===== config.mk =====
export PLATFORM = sky130hd
export DESIGN_NAME = evm_result_reader_flat
export DESIGN_NICKNAME = d
export VERILOG_FILES = /design/src/rtl/evm_result_reader_if.sv /design/src/rtl/evm_result_reader.sv /design/src/flat_wrapper.sv
export SDC_FILE = /design/constraint.sdc
export NUM_CORES = 1
export LEC_CHECK = 0
export CORE_ASPECT_RATIO = 1.25
export CORE_MARGIN = 5
export CORE_UTILIZATION = 40
export CTS_CLUSTER_DIAMETER = 50
export DETAILED_ROUTE_END_ITERATION = 12
export PLACE_DENSITY = 0.58
export SYNTH_ARGS = -nofsm -noshare
export SYNTH_HDL_FRONTEND = slang
export SYNTH_SLANG_ARGS = --single-unit

===== constraint.sdc =====
create_clock -name clk -period 7.1 [get_ports clk]
set_input_delay 1.065 -clock clk [delete_from_list [all_inputs] [get_ports clk]]
set_output_delay 1.065 -clock clk [all_outputs]
set_load 0.02 [all_outputs]

===== src/rtl/evm_result_reader_if.sv =====
// Handshake/bus bundle for the EVM result reader: vote strobes and control
// from the ballot unit, streamed count beats and final result to the display.
interface evm_result_reader_if #(
  parameter int SW = 3,
  parameter int CW = 10
);
  logic          vote_en;
  logic [SW-1:0] vote_sel;
  logic          clear;
  logic          result_req;
  logic          out_valid;
  logic          out_ready;
  logic [SW-1:0] out_cand;
  logic [CW-1:0] out_count;
  logic          busy;
  logic          done;
  logic [SW-1:0] winner;
  logic [CW-1:0] winner_count;
  logic          tie;

  // Side that issues votes/commands and consumes the beat stream.
  modport master (
    output vote_en, vote_sel, clear, result_req, out_ready,
    input  out_valid, out_cand, out_count, busy, done, winner, winner_count, tie
  );

  // The result reader itself.
  modport slave (
    input  vote_en, vote_sel, clear, result_req, out_ready,
    output out_valid, out_cand, out_count, busy, done, winner, winner_count, tie
  );
endinterface


===== src/rtl/evm_result_reader.sv =====
// EVM tally read-out: per-candidate saturating vote counters, a streamed
// valid/ready scan of all counts, and winner/tie tracking over that scan.
module evm_result_reader #(
  parameter int NUM_CAND = 4,
  parameter int CW       = 10,
  parameter int SW       = 3
) (
  input  logic                  clk,
  input  logic                  rst,
  evm_result_reader_if.slave    bus
);

  typedef enum logic [1:0] {S_IDLE, S_READ, S_DONE} state_t;

  localparam logic [CW-1:0] CNT_MAX   = '1;
  localparam logic [SW-1:0] LAST_CAND = SW'(NUM_CAND - 1);

  state_t        state_q;
  logic          out_valid_q;
  logic          busy_q;
  logic          done_q;
  logic          tie_q;
  logic [SW-1:0] out_cand_q;
  logic [SW-1:0] winner_q;
  logic [CW-1:0] out_count_q;
  logic [CW-1:0] winner_count_q;

  // Read port over the full index space; slots past NUM_CAND read as zero so
  // any SW-bit index is safe.
  logic [CW-1:0] cnt_rd [2**SW];
  logic [SW-1:0] next_cand;
  logic          xfer;

  assign xfer      = out_valid_q & bus.out_ready;
  assign next_cand = out_cand_q + 1'b1;

  generate
    for (genvar gi = 0; gi < 2**SW; gi++) begin : gen_cnt
      if (gi < NUM_CAND) begin : g_live
        logic [CW-1:0] cnt_q;
        logic [CW-1:0] cnt_d;

        // Next count: votes only while the poll is open; clear wins over a vote.
        always_comb begin
          cnt_d = cnt_q;
          if (state_q == S_IDLE) begin
            if (bus.clear) begin
              cnt_d = '0;
            end else if (bus.vote_en && bus.vote_sel == SW'(gi) && cnt_q != CNT_MAX) begin
              cnt_d = cnt_q + 1'b1;
            end
          end else if (state_q == S_DONE && bus.clear) begin
            cnt_d = '0;
          end
        end

        // Counter storage.
        always_ff @(posedge clk or posedge rst) begin
          if (rst) cnt_q <= '0;
          else     cnt_q <= cnt_d;
        end

        assign cnt_rd[gi] = cnt_q;
      end else begin : g_pad
        assign cnt_rd[gi] = '0;
      end
    end
  endgenerate

  // Poll/scan/result state machine with registered stream and result outputs.
  always_ff @(posedge clk or posedge rst) begin
    if (rst) begin
      state_q        <= S_IDLE;
      out_valid_q    <= 1'b0;
      busy_q         <= 1'b0;
      done_q         <= 1'b0;
      tie_q          <= 1'b0;
      out_cand_q     <= '0;
      out_count_q    <= '0;
      winner_q       <= '0;
      winner_count_q <= '0;
    end else begin
      case (state_q)
        S_IDLE: begin
          if (!bus.clear && bus.result_req) begin
            state_q     <= S_READ;
            busy_q      <= 1'b1;
            out_valid_q <= 1'b1;
            out_cand_q  <= '0;
            // A vote landing in the request cycle must be visible in beat 0.
            out_count_q <= gen_cnt[0].g_live.cnt_d;
          end
        end

        S_READ: begin
          if (xfer) begin
            if (out_cand_q == '0) begin
              winner_q       <= '0;
              winner_count_q <= out_count_q;
              tie_q          <= 1'b0;
            end else if (out_count_q > winner_count_q) begin
              winner_q       <= out_cand_q;
              winner_count_q <= out_count_q;
              tie_q          <= 1'b0;
            end else if (out_count_q == winner_count_q) begin
              tie_q          <= 1'b1;
            end

            if (out_cand_q == LAST_CAND) begin
              state_q     <= S_DONE;
              out_valid_q <= 1'b0;
              busy_q      <= 1'b0;
              done_q      <= 1'b1;
            end else begin
              out_cand_q  <= next_cand;
              out_count_q <= cnt_rd[next_cand];
            end
          end
        end

        S_DONE: begin
          if (bus.clear) begin
            state_q        <= S_IDLE;
            done_q         <= 1'b0;
            tie_q          <= 1'b0;
            winner_q       <= '0;
            winner_count_q <= '0;
          end else if (bus.result_req) begin
            state_q     <= S_READ;
            done_q      <= 1'b0;
            busy_q      <= 1'b1;
            out_valid_q <= 1'b1;
            out_cand_q  <= '0;
            out_count_q <= cnt_rd[0];
          end
        end

        default: state_q <= S_IDLE;
      endcase
    end
  end

  assign bus.out_valid    = out_valid_q;
  assign bus.out_cand     = out_cand_q;
  assign bus.out_count    = out_count_q;
  assign bus.busy         = busy_q;
  assign bus.done         = done_q;
  assign bus.winner       = winner_q;
  assign bus.winner_count = winner_count_q;
  assign bus.tie          = tie_q;

endmodule


===== src/flat_wrapper.sv =====
// flat-port wrapper written by rule: the top's interface ports become plain ports
module evm_result_reader_flat 
#(
  parameter int NUM_CAND = 4,
  parameter int CW       = 10,
  parameter int SW       = 3
)
  (clk, rst, bus_vote_en, bus_vote_sel, bus_clear, bus_result_req, bus_out_ready, bus_out_valid, bus_out_cand, bus_out_count, bus_busy, bus_done, bus_winner, bus_winner_count, bus_tie);
  evm_result_reader_if #(.SW(SW), .CW(CW)) bus_i ();
  input  logic clk;
  input  logic rst;
  input wire logic [$bits(bus_i.vote_en)-1:0] bus_vote_en;
  input wire logic [$bits(bus_i.vote_sel)-1:0] bus_vote_sel;
  input wire logic [$bits(bus_i.clear)-1:0] bus_clear;
  input wire logic [$bits(bus_i.result_req)-1:0] bus_result_req;
  input wire logic [$bits(bus_i.out_ready)-1:0] bus_out_ready;
  output wire logic [$bits(bus_i.out_valid)-1:0] bus_out_valid;
  output wire logic [$bits(bus_i.out_cand)-1:0] bus_out_cand;
  output wire logic [$bits(bus_i.out_count)-1:0] bus_out_count;
  output wire logic [$bits(bus_i.busy)-1:0] bus_busy;
  output wire logic [$bits(bus_i.done)-1:0] bus_done;
  output wire logic [$bits(bus_i.winner)-1:0] bus_winner;
  output wire logic [$bits(bus_i.winner_count)-1:0] bus_winner_count;
  output wire logic [$bits(bus_i.tie)-1:0] bus_tie;
  assign bus_i.vote_en = bus_vote_en;
  assign bus_i.vote_sel = bus_vote_sel;
  assign bus_i.clear = bus_clear;
  assign bus_i.result_req = bus_result_req;
  assign bus_i.out_ready = bus_out_ready;
  assign bus_out_valid = bus_i.out_valid;
  assign bus_out_cand = bus_i.out_cand;
  assign bus_out_count = bus_i.out_count;
  assign bus_busy = bus_i.busy;
  assign bus_done = bus_i.done;
  assign bus_winner = bus_i.winner;
  assign bus_winner_count = bus_i.winner_count;
  assign bus_tie = bus_i.tie;
  evm_result_reader #(.NUM_CAND(NUM_CAND), .CW(CW), .SW(SW)) u_core (.clk(clk), .rst(rst), .bus(bus_i));
endmodule

==> metrics.json, run 1 <==
{
  "status": "finished clean",
  "slew_headroom_pct": 33.7,
  "slowest_cell_on_the_critical_path": "sky130_fd_sc_hd__nor2b_1",
  "per_instance_average_area_after_synthesis_um2": 9.31,
  "num_antenna_cells": 0,
  "final_layout_size_suffix_gt1_share_pct": 8.32,
  "global_route.peak_usage_layer": "met2",
  "grt_remaining_overflow": 0,
  "number_of_antenna_violations_at_the_first_check_in_global_routing": 0,
  "min_path_type": "reg2reg",
  "hold_slack_ns": 0.501,
  "syn_nets": 506,
  "critical_path_peak_fanout": 16,
  "setup.worst_path.start_class": "input pin",
  "ys_dominant_reg_cell": "sky130_fd_sc_hd__dfrtp_1",
  "post-cts-setup-buffers": 0,
  "placed_cells_incl_taps": 624,
  "cell_at_the_root_of_the_clock_tree": "sky130_fd_sc_hd__clkbuf_16",
  "power_leakage_nw": 2.19,
  "placeableCoreArea_um2": 11000,
  "detail-route-antenna-nets": 0,
  "synth_warnings": 0,
  "netlist_top_cells_area": "sky130_fd_sc_hd__dfrtp_1, sky130_fd_sc_hd__ha_1, sky130_fd_sc_hd__nand2_1",
  "worstPathRequired_ns": 7.35,
  "clockPowerShare_pct": 24.6,
  "die_x_extent_um": 104,
  "vdd_ir_drop_max_v": 0.000149,
  "synth_enable_flop_cells": 0,
  "routedWlPerCell_um": 17.3,
  "utilization_pct": 46.9,
  "cap_violations": 0,
  "global_route_met2_usage_pct": 29.2,
  "finalWeightedCongestion": 0.884,
  "synth_seq_cells": 71,
  "cell_internal_pwr_mw": 1.10,
  "sum_of_negative_setup_slack_ns": 0,
  "drtPass1Iterations": 4,
  "critical_path_arrival_ns": 3.42,
  "floorplan.die_area_um2": 13300,
  "timing.fmax_ghz": 0.316,
  "switching_portion_of_total_power_pct": 40.1,
  "fin_worst_skew_ns": 0.00662,
  "via_count": 3689,
  "start_util_pct": 40.4,
  "cts_made_buffers": 9,
  "critical_path_s_largest_stage_delay_ns": 0.79,
  "routed_wl_um": 11100,
  "yosysTopAreaCell": "sky130_fd_sc_hd__dfrtp_1",
  "period_share_pct": 44.6,
  "crit_chain": "clkdlybuf4s50_1 > nor3b_1 > nand3_1 > nor2b_1 > a21oi_1 > mux2i_1",
  "netlist_instances": 476,
  "htree_num_levels": 3,
  "p_switching_mw": 0.735,
  "pwr-share-comb_pct": 45.3,
  "rsz0062_at_grt": "no",
  "grt_pass1_vias": 3739,
  "critical_path.endpoint_type": "flop",
  "drcViolationCount": 0,
  "fillers": 1063,
  "buffer_ports.inserted": 38,
  "cts_hold_repair.buffers": 0,
  "total_global_route_track_usage_pct": 17.2,
  "drt_iter0_markers": 270,
  "clock_tree.buffer_depth": 2,
  "use_met3_pct": 3.32,
  "cts_tree": "yes",
  "power_density_nw_per_um2": 356,
  "critical_path_class": "in2reg",
  "timing.final.ws_setup_ns": 3.93,
  "chipHeight_um": 128,
  "fin_nets": 530,
  "source_to_sink_clock_delay_at_the_later_pin_of_the_worst_skew_pair_ns": 0.34,
  "hold_violations": 0,
  "power.total_mw": 1.83,
  "ys_seq_area_share_pct": 40.1,
  "rows": 43,
  "place_ws_ns": 3.63,
  "top_level_ports": 39,
  "fin_crit_ns": 3.17,
  "grt_use_met1_pct": 21.0,
  "syn-cell-area_um2": 4430,
  "synth_top_area_share_pct": 40.1,
  "via_per_inst": 5.76,
  "postSynth.asyncResetShare_pct": 100,
  "area.growth.synth_to_final_pct": 16.2,
  "final_design_area_no_fill_um2": 5150,
  "finalSetupViolations": 0,
  "grt_max_degree": 72,
  "max_slew.worst_pin.slew_ns": 0.992,
  "cts_sinks": 71,
  "synth_cell_types": 63,
  "grt_first_pass_wirelength_um": 18700,
  "power_frac_seq_pct": 30.1,
  "placedInstanceArea_um2": 4860,
  "final-instance-count-excl-fill": 640,
  "final_report_max_slew_violation_count": 0,
  "detailed_place_hpwl_um": 8180,
  "post_cts.resized_instances": 0,
  "clk_pin_slew_worst_paths_ns": 0.05
}
-- cell families after synthesis --
kind of cell / synth area share (%)
adders and majority gates: 5.93
AOI/OAI and AO/OA: 18.0
DFF: 40.1
and+or+nand+nor: 22.1
xor gates and xnor gates: 0.593
buffers and inverters: 5.45
muxes: 7.87
-- worst max-delay path, delay by kind of cell --
kind | cells | cell delay, ns
compound gates | 1 | 0.17
buf+inv | 1 | 0.48
mux | 1 | 0.18
simple gates | 3 | 1.51
-- sequential cells by signal (all words and copies together), names as in the netlist --
signal	count
u_core.bus.winner_count	10
u_core.bus.out_valid	1
u_core.bus.winner	3
u_core.bus.done	1
u_core.bus.out_cand	3
u_core.bus.tie	1
u_core.gen_cnt.g_live.cnt_q	40
u_core.bus.out_count	10
u_core.state_q	2
-- synth_stat cells (3+ instances only) --
cell                       number
sky130_fd_sc_hd__mux2_2         3
sky130_fd_sc_hd__o221a_2        3
sky130_fd_sc_hd__a21o_1        11
sky130_fd_sc_hd__nor2b_1        5
sky130_fd_sc_hd__buf_2          8
sky130_fd_sc_hd__nor3b_1        3
sky130_fd_sc_hd__a22o_1        17
sky130_fd_sc_hd__nor2_1        19
sky130_fd_sc_hd__a21oi_1       19
sky130_fd_sc_hd__nand3_1       26
sky130_fd_sc_hd__nand3b_1       3
sky130_fd_sc_hd__mux4_2        10
sky130_fd_sc_hd__nand4_1       11
sky130_fd_sc_hd__mux2i_1        9
sky130_fd_sc_hd__nand2b_1       6
sky130_fd_sc_hd__o21ai_0       30
sky130_fd_sc_hd__nand2_1       70
sky130_fd_sc_hd__dfrtp_1       71
sky130_fd_sc_hd__xnor2_1        3
sky130_fd_sc_hd__a211oi_1       3
sky130_fd_sc_hd__and2_1         9
sky130_fd_sc_hd__ha_1          21
sky130_fd_sc_hd__o22ai_1        3
sky130_fd_sc_hd__and3_1         7
sky130_fd_sc_hd__inv_1         30
sky130_fd_sc_hd__clkbuf_1      13
sky130_fd_sc_hd__o31ai_1        4
sky130_fd_sc_hd__nand4b_1       3
sky130_fd_sc_hd__nor3_1        14
sky130_fd_sc_hd__nor4_1         4
-- layer usage --
layer  routed length [um]  vias to the layer above  part of all wire (%)
met5                    0                        -                     0
met4                  328                        0                   3.0
met3                  515                       18                   4.7
met2                 5480                      112                    50
met1                 4730                     1775                    43
li1                     -                     1784                     -
-- cells in the final DEF (no fill, tap or decap), types with 4 or more instances in the layout --
cell type	n
sky130_fd_sc_hd__clkdlybuf4s50_1	38
sky130_fd_sc_hd__nand3_1	26
sky130_fd_sc_hd__o31ai_1	4
sky130_fd_sc_hd__nand2b_1	6
sky130_fd_sc_hd__nor3_1	14
sky130_fd_sc_hd__inv_1	29
sky130_fd_sc_hd__nand2_1	70
sky130_fd_sc_hd__nor2b_1	5
sky130_fd_sc_hd__and3_1	7
sky130_fd_sc_hd__mux2i_1	9
sky130_fd_sc_hd__nor2_1	19
sky130_fd_sc_hd__nor4_1	4
sky130_fd_sc_hd__dfrtp_1	71
sky130_fd_sc_hd__clkbuf_16	9
sky130_fd_sc_hd__a21oi_1	19
sky130_fd_sc_hd__nand4_1	11
sky130_fd_sc_hd__o21ai_0	30
sky130_fd_sc_hd__a21o_1	11
sky130_fd_sc_hd__and2_1	9
sky130_fd_sc_hd__mux4_2	10
sky130_fd_sc_hd__ha_1	21
sky130_fd_sc_hd__a22o_1	17
-- area by class of cell --
type                    count  area, um2  share of cell area, %
clock buffers              12        246                   4.78
multi-input cells         349       2410                   46.9
repair buffers             39        388                   7.53
clock inverters             4       45.0                  0.874
inverters                  30        113                   2.19
flip-flops and latches     71       1780                   34.5
well taps                 135        169                   3.28
-- power groups by stage --
stage          logic (mW)  registers [mW]  clock network, mW
2_1_floorplan       0.538           0.603                  0
3_3_place_gp        0.822           0.558                  0
3_5_place_dp        0.836           0.561                  0
4_1_cts             0.841           0.553              0.460
5_1_grt             0.925           0.566              0.480
6_report            0.830           0.551              0.452
-- worst paths after layout --
path / start / end / slack (ns) / cells after the start
max reg2reg: u_core.bus.out_cand[0] / u_core.bus.out_count[3] / 4.22 / 6
min reg2reg: u_core.bus.winner[2] / u_core.bus.winner[2] / 0.50 / 1
min in group asynchronous: rst / u_core.gen_cnt[1].g_live.cnt_q[4] / 1.36 / 3
max: bus_vote_sel[0] / u_core.gen_cnt[2].g_live.cnt_q[2] / 3.93 / 6
min: u_core.bus.winner[2] / u_core.bus.winner[2] / 0.50 / 1
max in group asynchronous: rst / u_core.gen_cnt[2].g_live.cnt_q[1] / 5.15 / 3
(Power assumes the default switching activity.)
==> run 2: changes to the inputs <==
- PLACE_DENSITY: 0.58 -> 0.6
- clock period: 7.1 -> 2.8 ns (I/O delays scaled with it)
==> metrics.json, run 2 (synthesis results as in run 1) <==
{
  "floorplan.die_area": {"value": 13300, "unit": "um2", "change": "unchanged"},
  "detail-route-antenna-nets": {"value": 0, "change": "unchanged"},
  "htree_num_levels": {"value": 3, "change": "unchanged"},
  "cap_violations": {"value": 0, "change": "unchanged"},
  "cts_tree": "yes",
  "slew_headroom": {"value": 59.3, "unit": "%", "change": "+26 points"},
  "critical_path_class": "reg2reg",
  "routedWlPerCell": {"value": 16.3, "unit": "um", "change": "-5.6%"},
  "placeableCoreArea": {"value": 11000, "unit": "um2", "change": "unchanged"},
  "hold_violations": {"value": 0, "change": "unchanged"},
  "worst_r2r_startpoint": "u_core.state_q[0]",
  "critical_path.endpoint_type": "flop",
  "power.total": {"value": 4.71, "unit": "mW", "change": "+160%"},
  "cts_made_buffers": {"value": 9, "change": "unchanged"},
  "p_switching": {"value": 1.86, "unit": "mW", "change": "+150%"},
  "vdd_ir_drop_max": {"value": 0.000310, "unit": "V", "change": "+110%"},
  "timing.final.ws_setup": {"value": 0.480, "unit": "ns", "change": "-3.45 ns"},
  "fin_nets": {"value": 541, "change": "+2.1%"},
  "number_of_antenna_violations_at_the_first_check_in_global_routing": {"value": 0, "change": "unchanged"},
  "setup.reg_to_reg.worst_slack": {"value": 0.48, "unit": "ns", "change": "-3.74 ns"},
  "utilization": {"value": 48.0, "unit": "%", "change": "+1.0 points"},
  "largest_register_ff_count": {"value": 40, "change": "unchanged"},
  "max_slew.worst_pin.slew": {"value": 0.610, "unit": "ns", "change": "-0.382 ns"},
  "power_frac_seq": {"value": 29.0, "unit": "%", "change": "-1.1 points"},
  "layout_commonest_cell": "sky130_fd_sc_hd__dfrtp_1",
  "final_report_max_slew_violation_count": {"value": 0, "change": "unchanged"},
  "num_antenna_cells": {"value": 0, "change": "unchanged"},
  "chipHeight": {"value": 128, "unit": "um", "change": "unchanged"},
  "post-cts-setup-buffers": {"value": 0, "change": "unchanged"},
  "clockPowerShare": {"value": 25.0, "unit": "%", "change": "+0.4 points"},
  "cell_internal_pwr": {"value": 2.85, "unit": "mW", "change": "+160%"},
  "cts_sinks": {"value": 71, "change": "unchanged"},
  "power_leakage": {"value": 2.25, "unit": "nW", "change": "+3.0%"},
  "switching_portion_of_total_power": {"value": 39.4, "unit": "%", "change": "-0.68 points"},
  "finalSetupViolations": {"value": 0, "change": "unchanged"},
  "setup.worst_path.start_class": "flop",
  "drt_iter0_markers": {"value": 249, "change": "-7.8%"},
  "cts_hold_repair.buffers": {"value": 0, "change": "unchanged"},
  "clock_tree.buffer_depth": {"value": 2, "change": "unchanged"},
  "grt_first_pass_wirelength": {"value": 17500, "unit": "um", "change": "-6.3%"},
  "fin_worst_skew": {"value": 0.00580, "unit": "ns", "change": "-0.000824 ns"},
  "drtPass1Iterations": {"value": 4, "change": "unchanged"},
  "source_to_sink_clock_delay_at_the_later_pin_of_the_worst_skew_pair": {"value": 0.34, "unit": "ns", "change": "about the same"},
  "drcViolationCount": {"value": 0, "change": "unchanged"},
  "grt_max_degree": {"value": 45, "change": "-38%"},
  "layout.cells.most_common_list": "sky130_fd_sc_hd__dfrtp_1, sky130_fd_sc_hd__nand2_1, sky130_fd_sc_hd__clkdlybuf4s50_1",
  "critical_path.reg2reg.endpoint": "u_core.bus.out_count[5]",
  "critical_path_peak_fanout": {"value": 9, "change": "-7"},
  "post_cts.resized_instances": {"value": 0, "change": "unchanged"},
  "min_path_type": "in2async",
  "top_level_ports": {"value": 39, "change": "unchanged"},
  "grt_pass1_vias": {"value": 3532, "change": "-5.5%"},
  "reg2regPathDepth": {"value": 7, "change": "+1"},
  "power_density": {"value": 895, "unit": "nW/um2", "change": "+150%"},
  "status": "finished clean",
  "finalWeightedCongestion": {"value": 0.918, "change": "+3.8%"},
  "cell_at_the_root_of_the_clock_tree": "sky130_fd_sc_hd__clkbuf_16",
  "via_count": {"value": 3686, "change": "-0.081%"},
  "total_global_route_track_usage": {"value": 16.3, "unit": "%", "change": "-0.88 points"},
  "placedInstanceArea": {"value": 4960, "unit": "um2", "change": "+2.0%"},
  "place_ws": {"value": 0.334, "unit": "ns", "change": "-3.29 ns"},
  "timing.fmax_ghz": 0.431,
  "routed_wl": {"value": 10600, "unit": "um", "change": "-4.0%"},
  "fillers": {"value": 1043, "change": "-1.9%"},
  "rows": {"value": 43, "change": "unchanged"},
  "critical_path_arrival": {"value": 2.57, "unit": "ns", "change": "-0.85 ns"},
  "buffer_ports.inserted": {"value": 38, "change": "unchanged"},
  "pwr-share-comb": {"value": 46.0, "unit": "%", "change": "+0.7 points"},
  "die_x_extent": {"value": 104, "unit": "um", "change": "unchanged"},
  "rsz0062_at_grt": "no",
  "via_per_inst": {"value": 5.66, "change": "-1.8%"},
  "largest_register": "u_core.gen_cnt.g_live.cnt_q",
  "final_layout_size_suffix_gt1_share": {"value": 10.7, "unit": "%", "change": "+2.3 points"},
  "clk_pin_slew_worst_paths": {"value": 0.06, "unit": "ns", "change": "about the same"},
  "period_share_pct": 82.8,
  "grt_remaining_overflow": {"value": 0, "change": "unchanged"},
  "start_util": {"value": 40.4, "unit": "%", "change": "unchanged"},
  "fin_crit_ns": 2.32,
  "detailed_place_hpwl": {"value": 8130, "unit": "um", "change": "-0.62%"},
  "final_design_area_no_fill": {"value": 5270, "unit": "um2", "change": "+2.2%"},
  "worstPathRequired": {"value": 3.05, "unit": "ns", "change": "-4.30 ns"},
  "area.growth.synth_to_final_pct": 18.8,
  "sum_of_negative_setup_slack": {"value": 0, "unit": "ns", "change": "unchanged"}
}
run 2: through the flow:
| step | std cells | hold WS (ns) |
|---|---|---|
| final | 651 | 0.477 |
| after global routing | 651 | 0.517 |
| after CTS | 651 | 0.491 |
| after detailed placement | 635 | 0.497 |
| after global placement | 635 | 0.491 |
| after floorplan | 476 | 0.479 |
run 2: worst max-delay path by stage:
| stage | from | to | slack [ns] |
|---|---|---|---|
| after detailed placement | bus_vote_sel[0] | u_core.bus.out_count[8] | 0.33 |
| final | u_core.state_q[0] | u_core.bus.out_count[5] | 0.48 |
| after floorplan | u_core.bus.out_cand[0] | u_core.bus.out_count[6] | 0.18 |
| after CTS | u_core.bus.out_count[4] | u_core.bus.winner_count[0] | 0.47 |
| after global routing | u_core.bus.out_cand[1] | u_core.bus.out_count[6] | 0.38 |
| after global placement | bus_vote_sel[0] | u_core.bus.out_count[6] | 0.36 |
run 2: routing by layer:
metal	part of all wire [%]	GRT usage, %	vias up
met5	0	0	-
met2	50	27.7	102
met1	43	20.0	1760
li1	-	-	1807
met4	1.6	5.95	0
met3	5.0	4.38	17
run 2: layout make-up:
cell class / instances / area (um2) / area share (%)
clock buffer: 11 / 253 / 4.80
timing repair buffer: 50 / 483 / 9.17
clock inverter: 5 / 56.3 / 1.07
inverter: 30 / 113 / 2.14
multi-input combinational: 349 / 2410 / 45.9
sequential: 71 / 1780 / 33.7
tap: 135 / 169 / 3.21
run 2: power groups by stage:
stage                     clock, mW  combinational [mW]  sequential [mW]
after floorplan                   0                1.36             1.53
after global placement            0                2.15             1.38
after detailed placement          0                2.19             1.39
after CTS                      1.21                2.19             1.37
after global routing           1.25                2.40             1.40
final                          1.18                2.17             1.36
run 2: worst max-delay path: stages (launching register included):
cell and delay, ns:
sky130_fd_sc_hd__dfrtp_1 0.41, sky130_fd_sc_hd__inv_1 0.09, sky130_fd_sc_hd__ha_1 0.38, sky130_fd_sc_hd__nor2b_1 0.44, sky130_fd_sc_hd__a41oi_1 0.20, sky130_fd_sc_hd__a311oi_1 0.41, sky130_fd_sc_hd__o21ai_0 0.14, sky130_fd_sc_hd__o21ai_0 0.17
==> run 3: changes to the inputs <==
- clock period: 2.8 -> 1.9 ns (I/O delays scaled with it)
==> metrics.json, run 3 (synthesis results as in run 1) <==
{
  "final_layout_size_suffix_gt1_share": {"value": 34.8, "unit": "%", "change": "+24 points"},
  "critical_path_class": "reg2reg",
  "critical_path_peak_fanout": {"value": 5, "change": "-4"},
  "drcViolationCount": {"value": 0, "change": "unchanged"},
  "cap_violations": {"value": 0, "change": "unchanged"},
  "clockPowerShare": {"value": 22.0, "unit": "%", "change": "-3.0 points"},
  "via_count": {"value": 4164, "change": "+13%"},
  "rsz0062_at_grt": "yes",
  "grt_first_pass_wirelength": {"value": 21100, "unit": "um", "change": "+20%"},
  "cts_hold_repair.buffers": {"value": 0, "change": "unchanged"},
  "power_density": {"value": 1370, "unit": "nW/um2", "change": "+53%"},
  "cts_sinks": {"value": 71, "change": "unchanged"},
  "clock_tree.buffer_depth": {"value": 2, "change": "unchanged"},
  "layout_commonest_cell": "sky130_fd_sc_hd__buf_4",
  "layout.cells.most_common_list": "sky130_fd_sc_hd__buf_4, sky130_fd_sc_hd__nand2_1, sky130_fd_sc_hd__dfrtp_1",
  "critical_path_s_largest_stage_delay": {"value": 0.52, "unit": "ns", "change": "+0.08 ns"},
  "timing.final.ws_setup": {"value": -0.117, "unit": "ns", "change": "-0.597 ns"},
  "critical_path.endpoint_type": "flop",
  "setup.reg_to_reg.worst_slack": {"value": -0.12, "unit": "ns", "change": "-0.60 ns"},
  "period_share": {"value": 106, "unit": "%", "change": "+23 points"},
  "fin_crit": {"value": 2.02, "unit": "ns", "change": "-0.303 ns"},
  "floorplan.die_area": {"value": 13300, "unit": "um2", "change": "unchanged"},
  "htree_num_levels": {"value": 3, "change": "unchanged"},
  "failed_checks": "setup timing",
  "rows": {"value": 43, "change": "unchanged"},
  "cell_at_the_root_of_the_clock_tree": "sky130_fd_sc_hd__clkbuf_16",
  "crit_chain": "inv_2 > ha_4 > nand4_1 > a221oi_2 > or4_4 > and2_4 > a22o_1",
  "cts_tree": "yes",
  "fillers": {"value": 974, "change": "-6.6%"},
  "finalWeightedCongestion": {"value": 0.995, "change": "+8.4%"},
  "timing.fmax": {"value": 0.496, "unit": "GHz", "change": "+15%"},
  "cts_made_buffers": {"value": 9, "change": "unchanged"},
  "power_frac_seq": {"value": 22.3, "unit": "%", "change": "-6.7 points"},
  "utilization": {"value": 58.5, "unit": "%", "change": "+11 points"},
  "largest_register_ff_count": {"value": 40, "change": "unchanged"},
  "clk_pin_slew_worst_paths": {"value": 0.06, "unit": "ns", "change": "about the same"},
  "status": "finished, violations left",
  "source_to_sink_clock_delay_at_the_later_pin_of_the_worst_skew_pair": {"value": 0.33, "unit": "ns", "change": "about the same"},
  "top_level_ports": {"value": 39, "change": "unchanged"},
  "vdd_ir_drop_max": {"value": 0.000628, "unit": "V", "change": "+100%"},
  "routedWlPerCell": {"value": 17.1, "unit": "um", "change": "+5.2%"},
  "power_leakage": {"value": 2.91, "unit": "nW", "change": "+29%"},
  "num_antenna_cells": {"value": 0, "change": "unchanged"},
  "via_per_inst": {"value": 5.49, "change": "-3.1%"},
  "finalSetupViolations": {"value": 13, "change": "+13"},
  "min_path_type": "in2async",
  "drtPass1Iterations": {"value": 4, "change": "unchanged"},
  "pwr-share-comb": {"value": 55.7, "unit": "%", "change": "+9.7 points"},
  "routed_wl": {"value": 13000, "unit": "um", "change": "+23%"},
  "placedInstanceArea": {"value": 5730, "unit": "um2", "change": "+16%"},
  "placeableCoreArea": {"value": 11000, "unit": "um2", "change": "unchanged"},
  "slowest_cell_on_the_critical_path": "sky130_fd_sc_hd__or4_4",
  "final_design_area_no_fill": {"value": 6420, "unit": "um2", "change": "+22%"},
  "grt_remaining_overflow": {"value": 0, "change": "unchanged"},
  "die_x_extent": {"value": 104, "unit": "um", "change": "unchanged"},
  "worst_r2r_startpoint": "u_core.bus.winner_count[7]",
  "final_report_max_slew_violation_count": {"value": 0, "change": "unchanged"},
  "largest_register": "u_core.gen_cnt.g_live.cnt_q",
  "drt_iter0_markers": {"value": 190, "change": "-24%"},
  "chipHeight": {"value": 128, "unit": "um", "change": "unchanged"},
  "number_of_antenna_violations_at_the_first_check_in_global_routing": {"value": 0, "change": "unchanged"},
  "reg2regPathDepth": {"value": 7, "change": "unchanged"},
  "detail-route-antenna-nets": {"value": 0, "change": "unchanged"},
  "hold_slack": {"value": 0.266, "unit": "ns", "change": "-0.212 ns"},
  "worstPathRequired": {"value": 2.12, "unit": "ns", "change": "-0.93 ns"},
  "critical_path_arrival": {"value": 2.24, "unit": "ns", "change": "-0.33 ns"},
  "setup.worst_path.start_class": "flop",
  "grt_pass1_vias": {"value": 4191, "change": "+19%"},
  "critical_path.reg2reg.endpoint": "u_core.bus.winner_count[1]",
  "buffer_ports.inserted": {"value": 38, "change": "unchanged"},
  "total_global_route_track_usage": {"value": 19.7, "unit": "%", "change": "+3.3 points"},
  "cell_internal_pwr": {"value": 5.54, "unit": "mW", "change": "+94%"},
  "start_util": {"value": 40.4, "unit": "%", "change": "unchanged"},
  "slew_headroom": {"value": 74.1, "unit": "%", "change": "+15 points"},
  "detailed_place_hpwl": {"value": 9790, "unit": "um", "change": "+20%"},
  "switching_portion_of_total_power": {"value": 37.0, "unit": "%", "change": "-2.4 points"},
  "area.growth.synth_to_final_pct": 44.8,
  "fin_nets": {"value": 649, "change": "+20%"},
  "place_ws": {"value": -0.367, "unit": "ns", "change": "-0.701 ns"},
  "grt_max_degree": {"value": 32, "change": "-29%"},
  "p_switching": {"value": 3.26, "unit": "mW", "change": "+76%"},
  "max_slew.worst_pin.slew": {"value": 0.387, "unit": "ns", "change": "-0.223 ns"},
  "hold_violations": {"value": 0, "change": "unchanged"},
  "fin_worst_skew": {"value": 0.00556, "unit": "ns", "change": "-0.000244 ns"}
}
## run 3: worst max-delay path, delay by kind of cell, from the launching register on
family / cells / cell delay, ns
compound gates: 2 / 0.27
fa+ha+maj: 1 / 0.21
buf+inv: 1 / 0.08
flops: 1 / 0.42
simple gates: 3 / 0.93
## run 3: worst max-delay path by stage
stage	from	end	slack [ns]	depth (start not counted)
2_1_floorplan	u_core.bus.out_cand[0]	u_core.bus.out_count[6]	-0.26	10
3_3_place_gp	bus_vote_sel[1]	u_core.bus.out_count[6]	-0.30	6
3_5_place_dp	bus_vote_sel[1]	u_core.bus.out_count[7]	-0.37	6
4_1_cts	u_core.bus.out_count[8]	u_core.bus.winner_count[0]	-0.09	7
5_1_grt	u_core.bus.winner_count[7]	u_core.bus.winner_count[1]	-0.18	7
6_report	u_core.bus.winner_count[7]	u_core.bus.winner_count[1]	-0.12	7
## run 3: layout make-up
class                      count  area [um2]  area share (%)
multi-input combinational    350        2680            41.7
sequential                    71        1780            27.8
timing repair buffer         157        1330            20.8
clock buffer                  14         284            4.42
tap                          135         169            2.63
inverter                      30         116            1.81
clock inverter                 2        60.1           0.936
## run 3: power by group through the flow
stage,Clock [mW],Combinational (mW),Sequential (mW)
CTS,1.98,4.64,1.95
global route,2.07,5.38,1.99
global placement,0,4.28,1.95
floorplan,0,2.12,2.26
detailed placement,0,4.36,1.96
finish,1.94,4.90,1.96
## run 3: metal layers
| layer | GRT usage [%] | vias to the layer above | wire (um) |
|---|---|---|---|
| li1 | - | 2024 | - |
| met1 | 23.0 | 2024 | 5350 |
| met4 | 8.46 | 0 | 303 |
| met5 | 0 | - | 0 |
| met2 | 34.9 | 96 | 6900 |
| met3 | 3.98 | 20 | 457 |
## run 3: per-stage QoR
step / cells / total power [mW] / TNS (ns)
after floorplan: 476 / 4.38 / -3.00
after global placement: 731 / 6.24 / -11.60
after detailed placement: 731 / 6.32 / -13.44
after CTS: 752 / 8.57 / -1.04
after global routing: 759 / 9.44 / -2.14
final: 759 / 8.80 / -1.11
## run 3: what timing repair did
| item | CTS | global route |
|---|---|---|
| pin swaps | 5 | 12 |
| setup buffers | 4 | 5 |
| endpoints found under the setup margin | 37 | 51 |
| cloned | 1 | 2 |
| resized for setup | 25 | 45 |
